===== config.mk =====
export PLATFORM = sky130hd
export DESIGN_NAME = nerv_dmem_arbiter
export DESIGN_NICKNAME = d
export VERILOG_FILES = /design/src/rtl/nerv_dmem_arbiter_pkg.sv /design/src/rtl/nerv_dmem_arbiter_sat_counter.sv /design/src/rtl/nerv_dmem_arbiter.sv
export SDC_FILE = /design/constraint.sdc
export NUM_CORES = 1
export LEC_CHECK = 0
export ABC_AREA = 1
export BUFFER_PORTS_ARGS = -buffer_cell sky130_fd_sc_hd__buf_2
export CAP_MARGIN = 20
export CORE_AREA = 5 5 115 117
export DETAILED_ROUTE_END_ITERATION = 10
export DIE_AREA = 0 0 120 122
export HOLD_SLACK_MARGIN = 0.1
export PLACE_DENSITY = 0.66
export SLEW_MARGIN = 20
export SYNTH_ARGS = -nofsm -noshare
export SYNTH_HDL_FRONTEND = slang
export SYNTH_SLANG_ARGS = --single-unit

===== constraint.sdc =====
create_clock -name clock -period 1.58 [get_ports clock]
set_input_delay 0.158 -clock clock [delete_from_list [all_inputs] [get_ports clock]]
set_output_delay 0.158 -clock clock [all_outputs]
set_load 0.05 [all_outputs]

===== src/rtl/nerv_dmem_arbiter_pkg.sv =====
// rtl/nerv_dmem_arbiter_pkg.sv - shared types for the NERV data-memory arbiter
//
// Purpose: grant and FSM state encodings plus the starvation counter width,
//          imported by nerv_dmem_arbiter and its testbench.
// Ports:   none (package).

package nerv_dmem_arb_pkg;

  typedef enum logic [1:0] {
    GNT_NONE = 2'd0,
    GNT_CPU  = 2'd1,
    GNT_AUX  = 2'd2
  } gnt_t;

  typedef enum logic {
    S_CPU_PRI   = 1'b0,
    S_AUX_FORCE = 1'b1
  } arb_state_t;

  localparam int STARVE_W = 8;

endpackage


===== src/rtl/nerv_dmem_arbiter_sat_counter.sv =====
// rtl/nerv_dmem_arbiter_sat_counter.sv - saturating up-counter with clear
//
// Purpose: W-bit counter that sticks at all-ones instead of wrapping.
// Ports:
//   clock    in  1  rising-edge clock
//   resetn   in  1  synchronous active-low reset
//   i_clr    in  1  synchronous clear, wins over i_inc
//   i_inc    in  1  increment enable
//   o_count  out W  current count

module nerv_sat_counter #(
  parameter int W = 8
) (
  input  logic         clock,
  input  logic         resetn,
  input  logic         i_clr,
  input  logic         i_inc,
  output logic [W-1:0] o_count
);

  logic [W-1:0] r_count;

  always_ff @(posedge clock) begin
    if (!resetn || i_clr) begin
      r_count <= '0;
    end else if (i_inc && (r_count != '1)) begin
      r_count <= r_count + 1'b1;
    end
  end

  assign o_count = r_count;

endmodule


===== src/rtl/nerv_dmem_arbiter.sv =====
// rtl/nerv_dmem_arbiter.sv - CPU/AUX arbiter in front of a single-port data SRAM
//
// Purpose: shares one 1-cycle-latency SRAM between the NERV CPU data port and
//          one auxiliary master. CPU has priority; after MAX_WAIT consecutive
//          blocked AUX cycles the next slot is forced to AUX.
// Optional feature macro: NERV_DMEM_ARB_STATS_EN adds stat_cpu_stall and
//          stat_aux_force saturating counters.
// Ports:
//   clock, resetn                 clock, synchronous active-low reset
//   cpu_valid/addr/wstrb/wdata    CPU request (wstrb 0 = read)
//   cpu_rdata                     CPU read data, cycle after grant, held
//   cpu_stall                     combinational, CPU request not granted
//   aux_valid/addr/wstrb/wdata    AUX request, held until aux_ready
//   aux_ready                     combinational AUX grant
//   aux_rvalid/aux_rdata          AUX read response, cycle after read grant
//   mem_en/addr/wstrb/wdata       SRAM request
//   mem_rdata                     SRAM read data, cycle after mem_en
//   stat_cpu_stall/stat_aux_force (macro only) event counters

module nerv_dmem_arbiter
  import nerv_dmem_arb_pkg::*;
#(
  parameter int AW       = 32,
  parameter int MAX_WAIT = 4
) (
  input  logic          clock,
  input  logic          resetn,
  input  logic          cpu_valid,
  input  logic [AW-1:0] cpu_addr,
  input  logic [3:0]    cpu_wstrb,
  input  logic [31:0]   cpu_wdata,
  output logic [31:0]   cpu_rdata,
  output logic          cpu_stall,
  input  logic          aux_valid,
  output logic          aux_ready,
  input  logic [AW-1:0] aux_addr,
  input  logic [3:0]    aux_wstrb,
  input  logic [31:0]   aux_wdata,
  output logic          aux_rvalid,
  output logic [31:0]   aux_rdata,
  output logic          mem_en,
  output logic [AW-1:0] mem_addr,
  output logic [3:0]    mem_wstrb,
  output logic [31:0]   mem_wdata,
  input  logic [31:0]   mem_rdata
`ifdef NERV_DMEM_ARB_STATS_EN
  ,
  output logic [31:0]   stat_cpu_stall,
  output logic [31:0]   stat_aux_force
`endif
);

  localparam logic [STARVE_W-1:0] LP_STARVE_LIM = STARVE_W'(MAX_WAIT - 1);

  arb_state_t            r_state;
  arb_state_t            w_state;
  arb_state_t            w_state_nxt;
  gnt_t                  w_gnt;
  gnt_t                  r_last_gnt;
  logic                  r_last_aux_rd;
  logic [31:0]           r_cpu_rdata;
  logic [31:0]           r_aux_rdata;
  logic [STARVE_W-1:0]   w_starve_cnt;
  logic                  w_aux_blocked;
  logic                  w_starve_clr;

  // Combinational outputs must see the priority state while reset is held,
  // even before the first reset edge has loaded r_state.
  assign w_state = resetn ? r_state : S_CPU_PRI;

  always_ff @(posedge clock) begin
    if (!resetn) begin
      r_state <= S_CPU_PRI;
    end else begin
      r_state <= w_state_nxt;
    end
  end

  always_comb begin
    w_gnt         = GNT_NONE;
    w_state_nxt   = w_state;
    w_aux_blocked = 1'b0;
    w_starve_clr  = 1'b0;
    mem_en        = 1'b0;
    mem_addr      = '0;
    mem_wstrb     = 4'b0000;
    mem_wdata     = '0;

    if (w_state == S_AUX_FORCE) begin
      if (aux_valid)      w_gnt = GNT_AUX;
      else if (cpu_valid) w_gnt = GNT_CPU;
    end else begin
      if (cpu_valid)      w_gnt = GNT_CPU;
      else if (aux_valid) w_gnt = GNT_AUX;
    end

    w_aux_blocked = aux_valid && (w_gnt != GNT_AUX);
    w_starve_clr  = !aux_valid || (w_gnt == GNT_AUX);

    case (w_state)
      S_CPU_PRI: begin
        // Counter already shows MAX_WAIT-1 past blocks; this is the MAX_WAIT-th.
        if (w_aux_blocked && (w_starve_cnt == LP_STARVE_LIM)) w_state_nxt = S_AUX_FORCE;
      end
      S_AUX_FORCE: begin
        if ((w_gnt == GNT_AUX) || !aux_valid) w_state_nxt = S_CPU_PRI;
      end
      default: w_state_nxt = S_CPU_PRI;
    endcase

    case (w_gnt)
      GNT_CPU: begin
        mem_en    = 1'b1;
        mem_addr  = cpu_addr;
        mem_wstrb = cpu_wstrb;
        mem_wdata = cpu_wdata;
      end
      GNT_AUX: begin
        mem_en    = 1'b1;
        mem_addr  = aux_addr;
        mem_wstrb = aux_wstrb;
        mem_wdata = aux_wdata;
      end
      default: ;
    endcase
  end

  assign cpu_stall = cpu_valid && (w_gnt != GNT_CPU);
  assign aux_ready = (w_gnt == GNT_AUX);

  nerv_sat_counter #(.W(STARVE_W)) u_starve_cnt (
    .clock   (clock),
    .resetn  (resetn),
    .i_clr   (w_starve_clr),
    .i_inc   (w_aux_blocked),
    .o_count (w_starve_cnt)
  );

  // Remember who owned the SRAM last cycle so its read data can be routed
  // back; reset drops any response still in flight.
  always_ff @(posedge clock) begin
    if (!resetn) begin
      r_last_gnt    <= GNT_NONE;
      r_last_aux_rd <= 1'b0;
      r_cpu_rdata   <= '0;
      r_aux_rdata   <= '0;
    end else begin
      r_last_gnt    <= w_gnt;
      r_last_aux_rd <= (aux_wstrb == 4'b0000);
      if (r_last_gnt == GNT_CPU) r_cpu_rdata <= mem_rdata;
      if (aux_rvalid)            r_aux_rdata <= mem_rdata;
    end
  end

  // Read data is passed straight through in the response cycle and held
  // from the capture register afterwards.
  assign cpu_rdata  = (r_last_gnt == GNT_CPU) ? mem_rdata : r_cpu_rdata;
  assign aux_rvalid = (r_last_gnt == GNT_AUX) && r_last_aux_rd;
  assign aux_rdata  = aux_rvalid ? mem_rdata : r_aux_rdata;

`ifdef NERV_DMEM_ARB_STATS_EN
  logic w_force_entry;
  assign w_force_entry = (w_state == S_CPU_PRI) && (w_state_nxt == S_AUX_FORCE);

  nerv_sat_counter #(.W(32)) u_stat_cpu_stall (
    .clock   (clock),
    .resetn  (resetn),
    .i_clr   (1'b0),
    .i_inc   (cpu_stall),
    .o_count (stat_cpu_stall)
  );

  nerv_sat_counter #(.W(32)) u_stat_aux_force (
    .clock   (clock),
    .resetn  (resetn),
    .i_clr   (1'b0),
    .i_inc   (w_force_entry),
    .o_count (stat_aux_force)
  );
`else
  // Statistics disabled: no counters or stat ports.
`endif

endmodule

Word-level counts from Yosys, hierarchy flattened
Cells that the tools add are included.
{"block": "op_classes", "n_eq_ne": 8, "div_mod_pow": 0, "shift": 0, "n_mul": 0, "bitwise_logic": 1, "reduce_logical": 11, "add_sub_neg": 1, "muxes": 15, "n_lt_le_gt_ge": 0}
{"op": "$pmux 32 s2", "n": 2}
{"op": "$mux 32", "n": 2}
{"op": "$add 8x1->8 const B", "n": 1}
{"op": "$eq 8x2->1 const B", "n": 1}
{"op": "$mux 2", "n": 4}
{"op": "$ne 8x8->1 const B", "n": 1}
{"op": "$pmux 4 s2", "n": 1}
{"op": "$logic_and 1x1->1", "n": 5}
{"op": "$mux 1", "n": 5}
{"op": "$eq 2x1->1 const B", "n": 2}
{"op": "$eq 2x2->1 const B", "n": 2}
{"op": "$logic_not 4->1", "n": 1}
{"op": "$logic_not 1->1", "n": 2}
{"op": "$logic_or 1x1->1", "n": 2}
{"op": "$ne 2x1->1 const B", "n": 1}
{"op": "$ne 2x2->1 const B", "n": 1}
{"op": "$pmux 1 s2", "n": 1}
{"op": "$reduce_or 2->1", "n": 1}
{"op": "$not 1->1", "n": 1}
{"block": "word_totals", "ramBits": 0, "memories": 0, "out_inout_bits": 136, "ff_bits": 76, "romBits": 0, "elab_cells": 42, "latch_bits": 0, "in_bits": 172}

Logic depth before layout (Yosys ltp)
{"block": "depth", "word_depth": 8, "mapped_depth": 8}

By module
A second synthesis with hierarchy kept.
{"block": "hier_totals", "hier_cells": 742, "area_unflattened_um2": 4359.2}
{"module": "nerv_dmem_arbiter", "cells_each": 671, "area_each_um2": 3902.5, "n_inst": 1}
{"module": "nerv_sat_counter", "cells_each": 71, "area_each_um2": 456.7, "n_inst": 1}

Least setup slack after synthesis
OpenSTA, ideal clock, no wires.
{"block": "synth_timing", "kind": "reg2out", "from": "register r_state", "to": "output mem_wstrb[1]", "path_stages_with_launch": 5, "arrival_ns": 1.607, "n_path_buf": 0, "t_required_ns": 1.422, "setup_slack_ns": -0.185, "cell_sequence": "dfxtp_1 > nand2_1 > nand2_1 > nand2_2 > o21ai_0"}
{"block": "synth_between", "elab_chain_len": 4, "elab_cells_between_ends": 5}
{"element": "from (decl)", "line_no": "nerv_dmem_arbiter.sv:55", "text": "arb_state_t r_state;"}
{"element": "from (signal assigned)", "line_no": "nerv_dmem_arbiter.sv:75", "text": "r_state <= w_state_nxt;"}
{"element": "$mux 1 (*)", "line_no": "nerv_dmem_arbiter.sv:69", "text": "assign w_state = resetn ? r_state : S_CPU_PRI;"}
{"element": "$mux 2 (*)", "line_no": "nerv_dmem_arbiter.sv:89", "text": "if (w_state == S_AUX_FORCE) begin"}
{"element": "$eq 2x2->1 or $eq 2x1->1 (tied branches)", "line_no": "nerv_dmem_arbiter.sv:111", "text": "case (w_gnt)"}
{"element": "$pmux 4 s2 (*)", "line_no": "nerv_dmem_arbiter.sv:111"}
{"element": "to (decl)", "line_no": "nerv_dmem_arbiter.sv:43", "text": "output logic [3:0] mem_wstrb,"}
Mark *: on every way between the ends. The rest lies on a longest branch, timed or not.

Worst setup path after layout
{"block": "layout_timing", "from": "register r_state", "to": "output mem_wdata[14]"}
{"block": "layout_between", "elab_chain_len": 4, "elab_cells_between_ends": 5}
{"element": "$mux 1 (*)", "line_no": "nerv_dmem_arbiter.sv:69"}
{"element": "$mux 2 (*)", "line_no": "nerv_dmem_arbiter.sv:89"}
{"element": "$eq 2x2->1 or $eq 2x1->1 (tied branches)", "line_no": "nerv_dmem_arbiter.sv:111"}
{"element": "$pmux 32 s2 (*)", "line_no": "nerv_dmem_arbiter.sv:111"}
{"element": "to (decl)", "line_no": "nerv_dmem_arbiter.sv:44", "text": "output logic [31:0] mem_wdata,"}
Marked as above.

==> impl_results.md <==
* Design Area, Final at 0.00862 mm²
* Die footprint at 0.0146 mm²
* CTS tree: built
* # DRC at 0
* Slew margin rel. at 77.0%
* Syn Nets at 728
* Final core occ at 70.3%
* Clk sink count at 76
* DP HPWL at 15,300 µm
* Final non-filler cell total at 1,069
* Fin crit period at 1.74 ns
* Async S/R FF share, synth at 0%
* Flops & latches, synth at 76
* Leak at 4.49 nW
* Synth top area cells: dfxtp_1 39%, a22o_1 15%, inv_1 10%
* Sw Ratio at 36.7%
* Slew Viols, Final at 0
* Unrepaired setup endpoints after global routing: true
* Predominant post-synthesis flop cell: dfxtp_1
* Met3 Usage GRT at 10.2%
* Status: finished with violations
* Cell Area, Synth at 0.00393 mm²
* Row count at 41
* GR Util met1 at 34.3%
* Met2 Use GR at 45.3%
* Starting Density at 32.1%
* Failing checks: setup timing
* Mean Syn Cell Area at 7.09 µm²
* HP Class: input pin to register
* Congestion Overflow GR at 0
* Top cell family by delay on the critical path: buffers and inverters
* DIE WIDTH at 120 µm
* Sw Pwr at 2.44 mW
* Placed cells at 1,010
* Layout cell share with drive strength beyond 1 at 63.4%
* Buf+Inv Stages, Crit Path at 3
* Worst slew pin tran at 0.342 ns
* Post-synth EDFFs at 0
* Maximum VDD drop at 0.000659 V
* Most frequent CP cell: nand2_2
* Clock Skews at 0.00854 ns
* Clock buffer count from CTS at 9
* Hold Fails Final Rpt at 0
* Commonest cells post-synth: 109 x inv_1, 83 x nor2_1, 76 x dfxtp_1
* Num ports at 308
* Placed cell areas at 0.00606 mm²
* Cell variety after synth at 23
* Largest net degree at the start of global routing at 40
* Count of final setup violators at 127
* Total power at 6.64 mW
* Worst endpoint data arrival time at 1.59 ns
* Clock buffer depth at 2
* Setup TNS at -12.26 ns
* Fmax at 573 MHz
* Worst setup EP type: output port
* Synth warn at 0
* Critical Path Fanout Max at 8
* Mapped Cells at 555
* Iter 0 DRT Violations at 533
* Global-route wire length before repair at 30,100 µm
* GPL Wtd Cong at 0.960
* Multi-input logic area at 0.00268 mm²
* Setup WS pre-CTS at 0.0909 ns
* CORE AREA at 0.0123 mm²
* Area grow syn2layout at 119%
* Port bufs at 307
* Clock Latency Late Sink at 0.33 ns
* Clock share of power at 28.0%
* CP Class: register to output port
* Critical path, cell by cell: nand2_2 -> nand2_2 -> nand2_4 -> clkinv_8 -> clkbuf_16 -> a22o_1 -> buf_6
* Crit start category: register
* Root buffer cell: clkbuf_16
* Vias in the first global route at 5,100
* Crit-path slowest cell: dfxtp_2
* Worst Hold Margin at 0.122 ns
* Register area at 0.00153 mm²
* Wirelength, routed at 23,400 µm
* Sequential power share at 30.1%
* Initial antenna violation count at 2
* TritonRoute pass-1 iters at 5
* Gate power share at 41.9%
* Synth area leader: dfxtp_1
* CTS HTree Levels at 3
* Post-DRT Antenna Nets at 0
* Final worst setup slack at -0.165 ns
* Power density cells at 771 mW/mm²
* Nets at 1,087
* Most frequent cell after synthesis: inv_1
* Routed wire per std cell at 21.9 µm
* GRT Total Usage at 27.1%
* Final period utilization at 110%
* Slowest stage delay, CP at 0.33 ns
* Grt peak-use layer: met2
* Seq/Total Area, Yosys at 38.7%
* Maximum capacitance violations at 0
* Fillers at 860
* Vias post-DR at 5,444
* Cell Int Power at 4.20 mW
* Top-area cell type share of the netlist area at 38.7%
* Worst-path clk slew at 0.06 ns
* DIE HEIGHT at 122 µm
* Vias per inst at 5.09
* CP required at 1.42 ns
==> cells in the final DEF, fill, tap and decap left out, drive strengths merged <==
cell         instances
buf                367
inv                112
nor2                85
dfxtp               76
o21ai               68
a22o                66
nand2               61
or2                 32
clkbuf              16
nand3               12
dlygate4sd3          9
a21oi                4
clkinv               4
nand4                2
diode                1
nor3                 1
nor4                 1
ha                   1
clkinvlp             1
==> final cells by class <==
| type | instances | area share (%) |
|---|---|---|
| timing repair buffer | 381 | 40.7 |
| antenna | 1 | 0.0290 |
| clock inverter | 4 | 0.305 |
| sequential | 76 | 17.7 |
| tap | 150 | 2.18 |
| clock buffer | 11 | 2.82 |
| multi-input combinational | 333 | 31.1 |
| inverter | 113 | 5.18 |
==> state kept, by name, summed over array words and instances, names as in the netlist <==
name	flops
r_aux_rdata	32
r_cpu_rdata	32
r_last_aux_rd	1
r_last_gnt	2
r_state	1
u_starve_cnt.o_count	8
==> worst reg2reg max path, cell delays in order, from the launching register on <==
cell	delay, ns
dfxtp_1	0.38
ha_2	0.23
nand2_1	0.09
nor2_2	0.15
nand2_2	0.16
nand2_2	0.13
nand2_1	0.06
a21oi_1	0.13
==> path summary, 6_finish.rpt <==
path | startpoint | endpoint | slack [ns] | cells after the start
setup reg to reg | u_starve_cnt.o_count[1]$_SDFFE_PP0P_ | u_starve_cnt.o_count[3]$_SDFFE_PP0P_ | 0.18 | 7
hold / removal | mem_rdata[17] | r_aux_rdata[17]$_SDFF_PN0_ | 0.12 | 3
setup / recovery | r_state$_SDFF_PN0_ | mem_wdata[14] | -0.16 | 7
hold reg to reg | u_starve_cnt.o_count[5]$_SDFFE_PP0P_ | u_starve_cnt.o_count[5]$_SDFFE_PP0P_ | 0.51 | 2
==> cells by family after synthesis <==
| group | Yosys count | share of synthesized area (%) |
|---|---|---|
| AOI/OAI and AO/OA | 138 | 23.9 |
| DFF | 76 | 38.7 |
| buffers and inverters | 146 | 15.6 |
| and+or+nand+nor | 194 | 21.5 |
| adders and majority gates | 1 | 0.318 |
==> power by group through the flow <==
stage | Combinational (mW) | Clock [mW] | Sequential [mW]
final | 2.78 | 1.86 | 2.00
after global routing | 2.88 | 1.97 | 2.00
after CTS | 2.38 | 1.88 | 2.00
after detailed placement | 1.93 | 0 | 2.04
after global placement | 1.93 | 0 | 2.04
after floorplan | 1.20 | 0 | 2.03
==> metal layers <==
layer | vias up | wire length, µm | part of all wire (%)
met1 | 2583 | 9090 | 39
li1 | 2494 | - | -
met5 | - | 19 | 0.081
met3 | 40 | 2380 | 10
met4 | 4 | 367 | 1.6
met2 | 323 | 11600 | 49
==> timing repair <==
action | 4_1_cts | 5_1_grt
buffers inserted | 5 | 17
pin swaps | 21 | 21
gates resized for setup | 377 | 174
gates cloned | 6 | 6
endpoints found under the hold margin | 8 | 0
hold buffers | 9 | 0
setup endpoints to repair | 132 | 135
(Power assumes the default switching activity.)
